## config.mk

```make
export PLATFORM = sky130hd
export DESIGN_NAME = fetch_unit
export DESIGN_NICKNAME = d
export VERILOG_FILES = /design/src/rtl/fetch_unit.sv
export SDC_FILE = /design/constraint.sdc
export NUM_CORES = 1
export LEC_CHECK = 0
export CAP_MARGIN = 20
export CORE_MARGIN = 2
export CORE_UTILIZATION = 40
export DETAILED_ROUTE_END_ITERATION = 8
export PLACE_DENSITY = 0.85
export SLEW_MARGIN = 25
export SYNTH_ARGS = -nofsm -noshare
export SYNTH_HDL_FRONTEND = slang
export SYNTH_SLANG_ARGS = --single-unit
```

## constraint.sdc

```tcl
create_clock -name iClk -period 1.9 [get_ports iClk]
set_clock_uncertainty 0.15 [all_clocks]
set_input_delay 0.19 -clock iClk [delete_from_list [all_inputs] [get_ports iClk]]
set_output_delay 0.19 -clock iClk [all_outputs]
set_load 0.01 [all_outputs]
```

## src/rtl/fetch_unit.sv

```systemverilog
// Instruction fetch front end: walks the PC, waits on memory, hands one
// instruction at a time to decode and resolves conditional branches on accept.
module fetch_unit #(
  parameter logic [11:0] RESET_VECTOR = 12'h000,
  parameter int unsigned MEM_WAIT     = 1
) (
  input  logic        iClk,
  input  logic        iReset_n,
  input  logic        iRun,
  output logic [11:0] oPcAddress,
  input  logic [31:0] iInstr,
  output logic [31:0] oInstr,
  output logic        oInstrValid,
  input  logic        iInstrReady,
  input  logic        iBranchEn,
  input  logic [2:0]  iBranchCond,
  input  logic [11:0] iBranchTarget,
  input  logic [4:0]  iPSR,
  input  logic        iHalt,
  output logic        oHalted,
  output logic [15:0] oFetchCount
);

  localparam int unsigned PC_W    = 12;
  localparam int unsigned CNT_W   = 4;
  localparam int unsigned INSTR_W = 32;
  localparam int unsigned COUNT_W = 16;
  localparam logic [CNT_W-1:0] WAIT_LOAD = CNT_W'(MEM_WAIT);

  typedef enum logic [1:0] {S_IDLE, S_WAIT, S_VALID, S_HALT} state_t;

  state_t               state_q, state_d;
  logic [PC_W-1:0]      pc_q, pc_d;
  logic [CNT_W-1:0]     cnt_q, cnt_d;
  logic [INSTR_W-1:0]   instr_q, instr_d;
  logic                 valid_q, valid_d;
  logic                 halted_q, halted_d;
  logic [COUNT_W-1:0]   count_q, count_d;
  logic                 cond_true_c;

  // Branch condition decode against the status flags
  always_comb begin
    cond_true_c = 1'b0;
    case (iBranchCond)
      3'd0:    cond_true_c = 1'b1;
      3'd1:    cond_true_c = iPSR[0];
      3'd2:    cond_true_c = iPSR[1];
      3'd3:    cond_true_c = iPSR[2];
      3'd4:    cond_true_c = iPSR[3];
      3'd5:    cond_true_c = iPSR[4];
      3'd6:    cond_true_c = ~iPSR[3];
      default: cond_true_c = 1'b0;
    endcase
  end

  // Next-state and next-output logic
  always_comb begin
    state_d  = state_q;
    pc_d     = pc_q;
    cnt_d    = cnt_q;
    instr_d  = instr_q;
    valid_d  = valid_q;
    halted_d = halted_q;
    count_d  = count_q;
    case (state_q)
      S_IDLE: begin
        if (iHalt) begin
          state_d  = S_HALT;
          halted_d = 1'b1;
        end else if (iRun) begin
          state_d = S_WAIT;
          cnt_d   = WAIT_LOAD;
        end
      end
      S_WAIT: begin
        if (iHalt) begin
          state_d  = S_HALT;
          halted_d = 1'b1;
        end else begin
          cnt_d = cnt_q - CNT_W'(1);
          // Capture when the counter reads 1 (<= guards an illegal MEM_WAIT of 0)
          if (cnt_q <= CNT_W'(1)) begin
            instr_d = iInstr;
            valid_d = 1'b1;
            state_d = S_VALID;
          end
        end
      end
      S_VALID: begin
        if (iInstrReady) begin
          valid_d = 1'b0;
          pc_d    = (iBranchEn && cond_true_c) ? iBranchTarget : pc_q + PC_W'(1);
          count_d = (count_q == {COUNT_W{1'b1}}) ? count_q : count_q + COUNT_W'(1);
          if (iHalt) begin
            state_d  = S_HALT;
            halted_d = 1'b1;
          end else begin
            state_d = S_WAIT;
            cnt_d   = WAIT_LOAD;
          end
        end
      end
      S_HALT: begin
        valid_d  = 1'b0;
        halted_d = 1'b1;
      end
      default: state_d = S_IDLE;
    endcase
  end

  always_ff @(posedge iClk or negedge iReset_n) begin
    if (!iReset_n) begin
      state_q  <= S_IDLE;
      pc_q     <= RESET_VECTOR;
      cnt_q    <= '0;
      instr_q  <= '0;
      valid_q  <= 1'b0;
      halted_q <= 1'b0;
      count_q  <= '0;
    end else begin
      state_q  <= state_d;
      pc_q     <= pc_d;
      cnt_q    <= cnt_d;
      instr_q  <= instr_d;
      valid_q  <= valid_d;
      halted_q <= halted_d;
      count_q  <= count_d;
    end
  end

  assign oPcAddress  = pc_q;
  assign oInstr      = instr_q;
  assign oInstrValid = valid_q;
  assign oHalted     = halted_q;
  assign oFetchCount = count_q;

endmodule

```

==> results.md, run 1 <==
- N_diodes: 0
- CP Launch Type: flop
- R2r setup slk: 4 ps
- TritonCTS clock tree: built
- Post-DP Area: 4660 um2
- Mean Syn Cell Area: 11.4 um2
- HPWL after DPL: 5800 um
- Final hold violation count: 0
- Initial Utilization: 0.414
- Crit path kind: flop to flop
- Gate power share: 0.137
- Slew at the pin with the worst max-slew slack: 482 ps
- Routability Congestion: 0.855
- Syn Nets: 342
- Vias in the first global route: 2750
- H-Tree Depth: 3
- Post-synthesis sequential area ratio: 0.532
- GR Layer Usage met3: 0.0395
- MaxCap Viol Count: 0
- Grt met1 use: 0.211
- Initial antenna violation count: 0
- Grt met2 use: 0.321
- Syn. warnings: 0
- All-layer global routing usage: 0.180
- Synthesis-stage register bit count: 68
- Via density: 5.20
- Cell Int Power: 2.33 mW
- Die height: 93.4 um
- Crit-path max FO: 8
- # port buffers: between 100 and 150
- # setup viols final: 0
- Remaining Overflow, GRT: 0
- Max VDD drop: 0.416 mV
- Total wire length: about 8600 um
- Largest net degree at the start of global routing: 33
- Root Buffer: clkbuf_8
- Net Sw Power: 0.753 mW
- Reg2reg path depth: 7
- Worst slew margin: 0.678
- CP arrival: 1960 ps
- Post-synth EDFFs: 0
- FFs w/ async S/R, synth: 1.00
- Layout cell share with drive strength beyond 1: 0.223
- CP Capture Type: flop
- Final max-slew violation count: 0
- Clock Power Share: 0.372
- Gr busiest metal: met2
- Cells after Synth: 280
- Worst skew pair latency: 340 ps
- Die X: between 90 and 100 um
- Area growth syn-to-layout: 58.2%
- TritonCTS buffer count: 9
- Overall power: 3.08 mW
- RSZ-0062 raised after global routing: yes
- Hold Path Class: input port to asynchronous set/reset pin
- Avg WL per Cell: 15.9 um
- Worst Path Required: 1970 ps
- Tcrit/Tclk final: 0.998
- Ys flop type: dfrtp_1
- Min Tclk post-route: 1900 ps
- CTS sink count: 68
- P_leak: 2.22 nW
- Top Ports: 120
- DRT Pass-1 Iters: 4
- Num rows: 32
- Status: completed
- Post-synthesis cell type count: 42
- Drc violations: 0
- Die ar.: ~8700 um2
- Layout Nets: 492
- Pwr per Cell Area: about 600 nW/um2
- Clk slew on worst S/H paths: 70 ps
- RR Startpoint: cnt_q[1]$_DFFE_PN0P_
- First-pass GRT wire length: 12400 um
- Vias: 2791
- Max Root-Sink Buffers: 2
- Sequential share of power: 0.492
- DRT iter0 DRCs: 62
- Detail Route Antenna Nets: 0
- R2r endpoint: oInstr[7]$_DFFE_PN0P_
- Net Sw Frac: 0.244
- Placeable core area: 7730 um2
- Max frequency: 527 MHz
- Final instance area: 5060 um2
- Mapped Area: 3200 um2
## stage by stage
step	setup slack, ps	hold WS [ps]	std cells	util	setup TNS (ps)
floorplan	34.3	-256	280	-	0
global placement	-207	27.6	510	0.603	-1730
detailed placement	-258	28.3	510	0.603	-2320
CTS	33.9	200	527	0.628	0
global route	-91.9	247	537	0.654	-709
finish	3.61	197	537	0.654	0
## repair_timing
| item | in CTS | in global routing |
|---|---|---|
| endpoints found under the hold margin | 17 | 0 |
| buffers inserted | 0 | 7 |
| gates cloned | 0 | 3 |
| gates resized for setup | 1 | 20 |
| pin swaps | 0 | 5 |
| hold buffers | 1 | 0 |
| endpoints found under the setup margin | 3 | 38 |
## critical path, stage by stage (launching register included)
cell and delay [ps]:
dfrtp_1 430, inv_2 140, ha_4 170, nor2_4 40
nor3_4 230, nand2_4 140, clkbuf_16 200, mux2_4 290
## power by group through the flow
stage	sequential, mW	combinational (mW)	clock [mW]
detailed placement	1.54	0.351	0
CTS	1.51	0.353	1.17
global route	1.52	0.455	1.24
floorplan	1.54	0.101	0
global placement	1.53	0.338	0
finish	1.52	0.421	1.15
## cell usage in the layout, fill, tap and decap left out, types with 2 or more instances in the layout
cell type and n:
o21ai_0 10, nor2_1 8, inv_1 3, nand3_1 14, and4_1 2, o211ai_1 4
clkbuf_8 9, mux2i_1 7, mux2_2 31, a2bb2oi_1 6, nand2b_1 3, ha_2 2
nand2_1 31, nor2b_1 2, buf_6 2, buf_4 23, nor3_1 5, and3_1 3
xnor2_1 13, a21oi_1 12, ha_4 2, clkbuf_16 2, clkinv_2 5, and2_1 4
nand4_1 5, a211oi_1 2, dfrtp_1 67, nor3b_1 2, nor4_1 2, buf_12 4
inv_2 2, xor2_1 2, clkdlybuf4s50_1 118, o21a_1 2, mux2_4 2
## cell type report
type                    instances  area (um2)
fillers                       617        2670
flip-flops and latches         68        1700
repair buffers                151        1520
multi-input cells             195        1500
clock buffers                  10         128
well taps                     102         128
clock inverters                 6        55.1
inverters                       5        18.8
## cells in the mapped netlist (2+ instances only)
| cell | count | area, um2 |
|---|---|---|
| dfrtp_1 | 68 | 1700 |
| mux2_2 | 33 | 372 |
| nand2_1 | 32 | 120 |
| nand3_1 | 14 | 70.1 |
| xnor2_1 | 13 | 114 |
| a21oi_1 | 12 | 60.1 |
| o21ai_0 | 10 | 50.1 |
| nor2_1 | 9 | 33.8 |
| mux2i_1 | 7 | 70.1 |
| a2bb2oi_1 | 6 | 52.6 |
| buf_2 | 6 | 30.0 |
| nor3_1 | 6 | 30.0 |
| clkbuf_1 | 5 | 18.8 |
| inv_1 | 5 | 18.8 |
| nand4_1 | 5 | 31.3 |
| and2_1 | 4 | 25.0 |
| ha_1 | 4 | 50.1 |
| o211ai_1 | 4 | 30.0 |
| and3_1 | 3 | 18.8 |
| nand2b_1 | 3 | 18.8 |
| nor3b_1 | 3 | 22.5 |
| nor4_1 | 3 | 18.8 |
| a211oi_1 | 2 | 15.0 |
| and4_1 | 2 | 17.5 |
| nor2b_1 | 2 | 12.5 |
| o21a_1 | 2 | 15.0 |
| xor2_1 | 2 | 17.5 |
## registers in the layout, indices dropped and copies added (netlist names)
register and flops:
oInstrValid 1, oInstr 32, cnt_q 4, state_q 2, oHalted 1, oPcAddress 12
oFetchCount 16
## logic make-up (layout without fill, tap and decap cells)
family / Yosys count / in the layout / synth area share
DFF: 68 / 68 / 0.532
muxes: 40 / 40 / 0.138
adders and majority gates: 4 / 4 / 0.0157
xor gates and xnor gates: 15 / 15 / 0.0411
AOI/OAI and AO/OA: 45 / 45 / 0.102
and+or+nand+nor: 91 / 91 / 0.146
buffers and inverters: 17 / 172 / 0.0247
## metal layers
layer | vias to the layer above | wire length, um
li1 | 1308 | -
met1 | 1388 | 3480
met2 | 83 | 4550
met3 | 12 | 387
met4 | 0 | 143
met5 | - | 0
## worst max path at each step
stage | start | to | slack (ps)
final | cnt_q[1]$_DFFE_PN0P_ | oInstr[7]$_DFFE_PN0P_ | 4
after global placement | iBranchCond[1] | oPcAddress[10]$_DFFE_PN0P_ | -210
after CTS | cnt_q[0]$_DFFE_PN0P_ | oInstr[18]$_DFFE_PN0P_ | 30
after global routing | cnt_q[1]$_DFFE_PN0P_ | state_q[0]$_DFFE_PN0P_ | -90
after floorplan | oFetchCount[0]$_DFFE_PN0P_ | oFetchCount[1]$_DFFE_PN0P_ | 30
after detailed placement | iBranchCond[1] | oPcAddress[10]$_DFFE_PN0P_ | -260
No activity file was read; power rests on OpenSTA's default activity.
==> run 2: changes to the inputs <==
--- a/config.mk
+++ b/config.mk
@@ -9,8 +9,9 @@
 export CORE_MARGIN = 2
 export CORE_UTILIZATION = 40
 export DETAILED_ROUTE_END_ITERATION = 8
-export PLACE_DENSITY = 0.85
+export PLACE_DENSITY = 0.76
 export SLEW_MARGIN = 25
 export SYNTH_ARGS = -nofsm -noshare
 export SYNTH_HDL_FRONTEND = slang
 export SYNTH_SLANG_ARGS = --single-unit
+export TNS_END_PERCENT = 5
==> run 2 against run 1 <==
  * Clock power decreased by 8%
  * Fmax increased by 3.7%
  * Global-route usage increased by 0.64 points
  * Critical endpoint is now oInstr[6]$_DFFE_PN0P_
  * Largest cell class unchanged
==> results.md, run 2 (synthesis gave the netlist of run 1 again) <==
- Most frequent cells in the layout: clkdlybuf4s50_1, dfrtp_1, mux2_2, nand2_1, buf_4
- Vias in the first global route: 2821 (+2.6%)
- Worst slew margin: 0.617 (-0.0612)
- Max reg flops: 32 (unchanged)
- CP arrival: 1890 ps (-70 ps)
- Final hold violation count: 0 (unchanged)
- # port buffers: 119 (unchanged)
- Final Worst Setup Slack: 70.6 ps (+67.0 ps)
- Gate power share: 0.142 (+0.005)
- First-pass GRT wire length: 12800 um (+2.9%)
- Initial antenna violation count: 0 (unchanged)
- Crit path kind: flop to flop
- Remaining Overflow, GRT: 0 (unchanged)
- Net Sw Frac: 0.241 (-0.00271)
- TritonCTS clock tree: built
- H-Tree Depth: 3 (unchanged)
- CTS sink count: 68 (unchanged)
- Num rows: 32 (unchanged)
- Fillers: 594 (-3.7%)
- Commonest non-fill, non-tap cell in the layout: clkdlybuf4s50_1
- Top Ports: 120 (unchanged)
- Min Tclk post-route: 1830 ps (-67.0 ps)
- # setup viols final: 0 (unchanged)
- Tcrit/Tclk final: 0.963 (-0.0353)
- Drc violations: 0 (unchanged)
- Routability Congestion: 0.811 (-5.1%)
- Register Area: 1700 um2 (about the same)
- Pwr per Cell Area: 596 nW/um2 (-2.3%)
- Final max-slew violation count: 0 (unchanged)
- CP Capture Type: flop
- Total wire length: 8220 um (-4.0%)
- Area occupied by multi-input gates: 1500 um2 (-0.42%)
- All-layer global routing usage: 0.186 (+0.00644)
- Die height: 93.4 um (unchanged)
- N_diodes: 0 (unchanged)
- Clk slew on worst S/H paths: 70 ps (about the same)
- Root Buffer: clkbuf_8
- Max VDD drop: 0.403 mV (-3.0%)
- Finished Core Util: 0.651 (-0.00324)
- Crit-path max FO: 16 (+8)
- DRT Pass-1 Iters: 4 (unchanged)
- Status: completed
- Area growth syn-to-layout: 57.4%
- Setup_tns: 0 ps (unchanged)
- Max frequency: 547 MHz (+3.7%)
- Worst Path Required: 1960 ps (about the same)
- Slew at the pin with the worst max-slew slack: 574 ps (+91.8 ps)
- Placeable core area: 7730 um2 (unchanged)
- Hold Path Class: input port to asynchronous set/reset pin
- Net Sw Power: 0.723 mW (-3.9%)
- DRT iter0 DRCs: 56 (-9.7%)
- Worst skew pair latency: 330 ps (about the same)
- Avg WL per Cell: 15.3 um (-4.0%)
- Layout Nets: 493 (+0.20%)
- RSZ-0062 raised after global routing: yes
- Die ar.: 8720 um2 (unchanged)
- Clock Power Share: 0.353 (-0.019)
- HPWL after DPL: 5560 um (-4.1%)
- CP Launch Type: flop
- Sequential share of power: 0.505 (+0.013)
- Pre-CTS setup slack: -327 ps (-69.2 ps)
- Max Root-Sink Buffers: 2 (unchanged)
- Via density: 5.10 (-1.8%)
- Detail Route Antenna Nets: 0 (unchanged)
- P_leak: 2.23 nW (+0.32%)
- Dpl cells: 514 (+0.78%)
- Largest net degree at the start of global routing: 27 (-18%)
- TritonCTS buffer count: 9 (unchanged)
- MaxCap Viol Count: 0 (unchanged)
- Die X: 93.4 um (unchanged)
- Vias: 2741 (-1.8%)
- Layout cell share with drive strength beyond 1: 0.232 (+0.00920)
- Non-filler cells, final: 537 (unchanged)
- Initial Utilization: 0.414 (unchanged)
- Cell Int Power: 2.27 mW (-2.5%)
[run 2: final cells by class]
cell class | count | area share
flip-flops and latches | 68 | 0.339
repair buffers | 152 | 0.301
multi-input cells | 195 | 0.297
clock buffers | 13 | 0.0316
well taps | 102 | 0.0254
inverters | 5 | 0.00373
clock inverters | 2 | 0.00199
[run 2: timing repair]
item | in CTS | in global routing
pin swaps | 2 | 9
hold buffers | 1 | 0
resized for setup | 8 | 23
setup buffers | 5 | 1
cloned | 1 | 1
endpoints found under the setup margin | 11 | 45
hold endpoints to repair | 20 | 0
[run 2: path summary, 6_finish.rpt]
check	from	endpoint	slack (ps)	depth (start not counted)
max in group asynchronous	iReset_n	oPcAddress[1]$_DFFE_PN0P_	820	3
worst min register to register	oHalted$_DFFE_PN0N_	oHalted$_DFFE_PN0N_	340	2
worst max-delay path	cnt_q[0]$_DFFE_PN0P_	oInstr[6]$_DFFE_PN0P_	70	7
min in group iClk	iBranchTarget[6]	oPcAddress[6]$_DFFE_PN0P_	280	3
worst min-delay path	iReset_n	oFetchCount[10]$_DFFE_PN0P_	230	2
worst max register to register	cnt_q[0]$_DFFE_PN0P_	oInstr[6]$_DFFE_PN0P_	70	7
[run 2: critical path: stages, from the launching register on]
cell and delay, ps:
dfrtp_1 400, buf_6 130, ha_4 150, nor2_4 120, nor3_4 50, nand2_2 160
buf_12 180, mux2_2 340
[run 2: layer usage]
| metal | part of all wire | vias to the layer above | GRT usage |
|---|---|---|---|
| met4 | 0.013 | 0 | 0.0723 |
| li1 | - | 1305 | - |
| met5 | 0 | - | 0 |
| met1 | 0.43 | 1338 | 0.238 |
| met2 | 0.49 | 89 | 0.303 |
| met3 | 0.062 | 9 | 0.0475 |
[run 2: power by group through the flow]
stage	Clock, mW	Sequential (mW)	Combinational, mW
final	1.06	1.51	0.425
after global routing	1.16	1.52	0.466
after CTS	1.08	1.51	0.397
after detailed placement	0	1.54	0.350
after global placement	0	1.53	0.340
after floorplan	0	1.54	0.101
[run 2: stage by stage]
stage	total power [mW]	hold slack, ps	instance area [um2]
floorplan	1.64	-256	3200
detailed placement	1.89	72.9	4670
CTS	2.99	240	4940
global route	3.14	287	5030
finish	3.00	232	5030
global placement	1.87	60.0	4670
==> run 3: changes to the inputs <==
--- a/config.mk
+++ b/config.mk
@@ -6,7 +6,7 @@
 export NUM_CORES = 1
 export LEC_CHECK = 0
 export CAP_MARGIN = 20
-export CORE_MARGIN = 2
+export CORE_MARGIN = 1.5
 export CORE_UTILIZATION = 40
 export DETAILED_ROUTE_END_ITERATION = 8
 export PLACE_DENSITY = 0.76
==> run 3 against run 2 <==
  * Sequential cell count did not move
  * Register-to-register slack worse by 20 ps
  * Worst setup slack worse by 28 ps
==> results.md, run 3 (synthesis gave the netlist of run 1 again) <==
- Total wire length: 8140 um (-1.0%)
- DRT iter0 DRCs: 60 (+7.1%)
- Max VDD drop: 0.407 mV (+0.97%)
- Avg WL per Cell: 15.1 um (-1.0%)
- Final instance area: 5080 um2 (+1.0%)
- Worst skew pair latency: 340 ps (about the same)
- HPWL after DPL: 5550 um (about the same)
- Routability Congestion: 0.772 (-4.8%)
- DRT Pass-1 Iters: 4 (unchanged)
- Vias: 2763 (+0.80%)
- Initial Utilization: 0.414 (unchanged)
- R2r setup slk: 50 ps (-20 ps)
- Die X: 92.4 um (-1.1%)
- TritonCTS clock tree: built
- CP Capture Type: flop
- Commonest non-fill, non-tap cell in the layout: clkdlybuf4s50_1
- Hold Path Class: input port to asynchronous set/reset pin
- Tcrit/Tclk final: 0.978 (+0.0148)
- H-Tree Depth: 3 (unchanged)
- Slew at the pin with the worst max-slew slack: 503 ps (-71.1 ps)
- Initial antenna violation count: 0 (unchanged)
- Root Buffer: clkbuf_8
- Worst Path Required: 1980 ps (+20 ps)
- First-pass GRT wire length: 12500 um (-2.3%)
- Max Root-Sink Buffers: 2 (unchanged)
- Die ar.: 8530 um2 (-2.1%)
- Vias in the first global route: 2657 (-5.8%)
- P_leak: 2.24 nW (+0.81%)
- Final hold violation count: 0 (unchanged)
- Clk slew on worst S/H paths: 80 ps (about the same)
- Detail Route Antenna Nets: 0 (unchanged)
- Die height: 92.4 um (-1.1%)
- Crit path kind: input port to flop
- Post-DP Area: 4640 um2 (-0.64%)
- Pwr per Cell Area: 610 nW/um2 (+2.5%)
- # setup viols final: 0 (unchanged)
- Layout cell share with drive strength beyond 1: 0.232 (unchanged)
- TritonCTS buffer count: 9 (unchanged)
- Top Ports: 120 (unchanged)
- Largest net degree at the start of global routing: 44 (+63%)
- Overall power: 3.10 mW (+3.5%)
- Drc violations: 0 (unchanged)
- Layout Nets: 492 (-0.20%)
- CP arrival: 1940 ps (+50 ps)
- Min Hold Slack: 149 ps (-83.0 ps)
- All-layer global routing usage: 0.187 (+0.000821)
- N_diodes: 0 (unchanged)
- Worst slew margin: 0.660 (+0.0429)
- Via density: 5.15 (+0.80%)
- Min Tclk post-route: 1860 ps (+28.2 ps)
- Status: completed
- Max frequency: 538 MHz (-1.5%)
- Placeable core area: 7730 um2 (unchanged)
- Max reg flops: 32 (unchanged)
- Setup_tns: 0 ps (unchanged)
- # port buffers: 119 (unchanged)
- CP Launch Type: input port
- RSZ-0062 raised after global routing: yes
- Area growth syn-to-layout: 59.1%
- Remaining Overflow, GRT: 0 (unchanged)
- CTS sink count: 68 (unchanged)
- Num rows: 32 (unchanged)
- Reg2reg path depth: 7 (unchanged)
- RR Startpoint: cnt_q[1]$_DFFE_PN0P_
- R2r endpoint: oInstr[5]$_DFFE_PN0P_
- MaxCap Viol Count: 0 (unchanged)
- Final max-slew violation count: 0 (unchanged)
- Crit-path max FO: 6 (-10)
- Most frequent cells in the layout: clkdlybuf4s50_1, dfrtp_1, mux2_2, nand2_1, buf_4
[run 3: layout make-up]
type                       count  area (um2)
clock buffer                   9         124
clock inverter                 7        73.8
fill                         610        2640
inverter                       5        18.8
multi-input combinational    195        1490
sequential                    68        1700
tap                          102         128
timing repair buffer         151        1550
[run 3: worst max path at each step]
| stage | start | end | cells past startpoint |
|---|---|---|---|
| floorplan | oFetchCount[0]$_DFFE_PN0P_ | oFetchCount[1]$_DFFE_PN0P_ | 5 |
| global placement | iBranchCond[1] | oPcAddress[10]$_DFFE_PN0P_ | 8 |
| detailed placement | iBranchCond[1] | oPcAddress[10]$_DFFE_PN0P_ | 8 |
| CTS | cnt_q[0]$_DFFE_PN0P_ | oInstr[31]$_DFFE_PN0P_ | 7 |
| global route | cnt_q[1]$_DFFE_PN0P_ | oInstr[23]$_DFFE_PN0P_ | 7 |
| finish | iPSR[1] | oPcAddress[10]$_DFFE_PN0P_ | 9 |
[run 3: layer usage]
layer,wire length (um),vias to the layer above,track usage
met4,106,0,0.0705
li1,-,1299,-
met5,0,-,0
met2,4130,80,0.317
met3,441,10,0.0476
met1,3460,1374,0.228
[run 3: what timing repair did]
item | 4_1_cts | 5_1_grt
buffers inserted | 0 | 5
gates cloned | 0 | 5
resized for setup | 1 | 20
hold endpoints to repair | 43 | 0
setup endpoints to repair | 6 | 58
pin swaps | 0 | 8
hold buffers | 1 | 0
[run 3: worst max-delay path: stages]
cell and delay [ps]:
clkdlybuf4s50_1 420, nor3b_2 180, a211oi_1 70, buf_4 140
o41ai_4 320, buf_4 210, buf_12 130, mux2i_1 210
a2bb2oi_2 70
[run 3: power by group]
part	internal (mW)	switching (mW)	leakage, nW	total, mW
combinational	0.246	0.148	1.25	0.393
clock	0.613	0.587	0.100	1.20
sequential	1.48	0.0317	0.895	1.51
[run 3: metrics by stage]
step | worst slack (ps) | instances | util
finish | 42.4 | 537 | 0.658
global route | -54.7 | 537 | 0.658
CTS | 15.5 | 527 | 0.629
detailed placement | -335 | 510 | 0.601
global placement | -269 | 510 | 0.601
floorplan | 34.3 | 280 | -
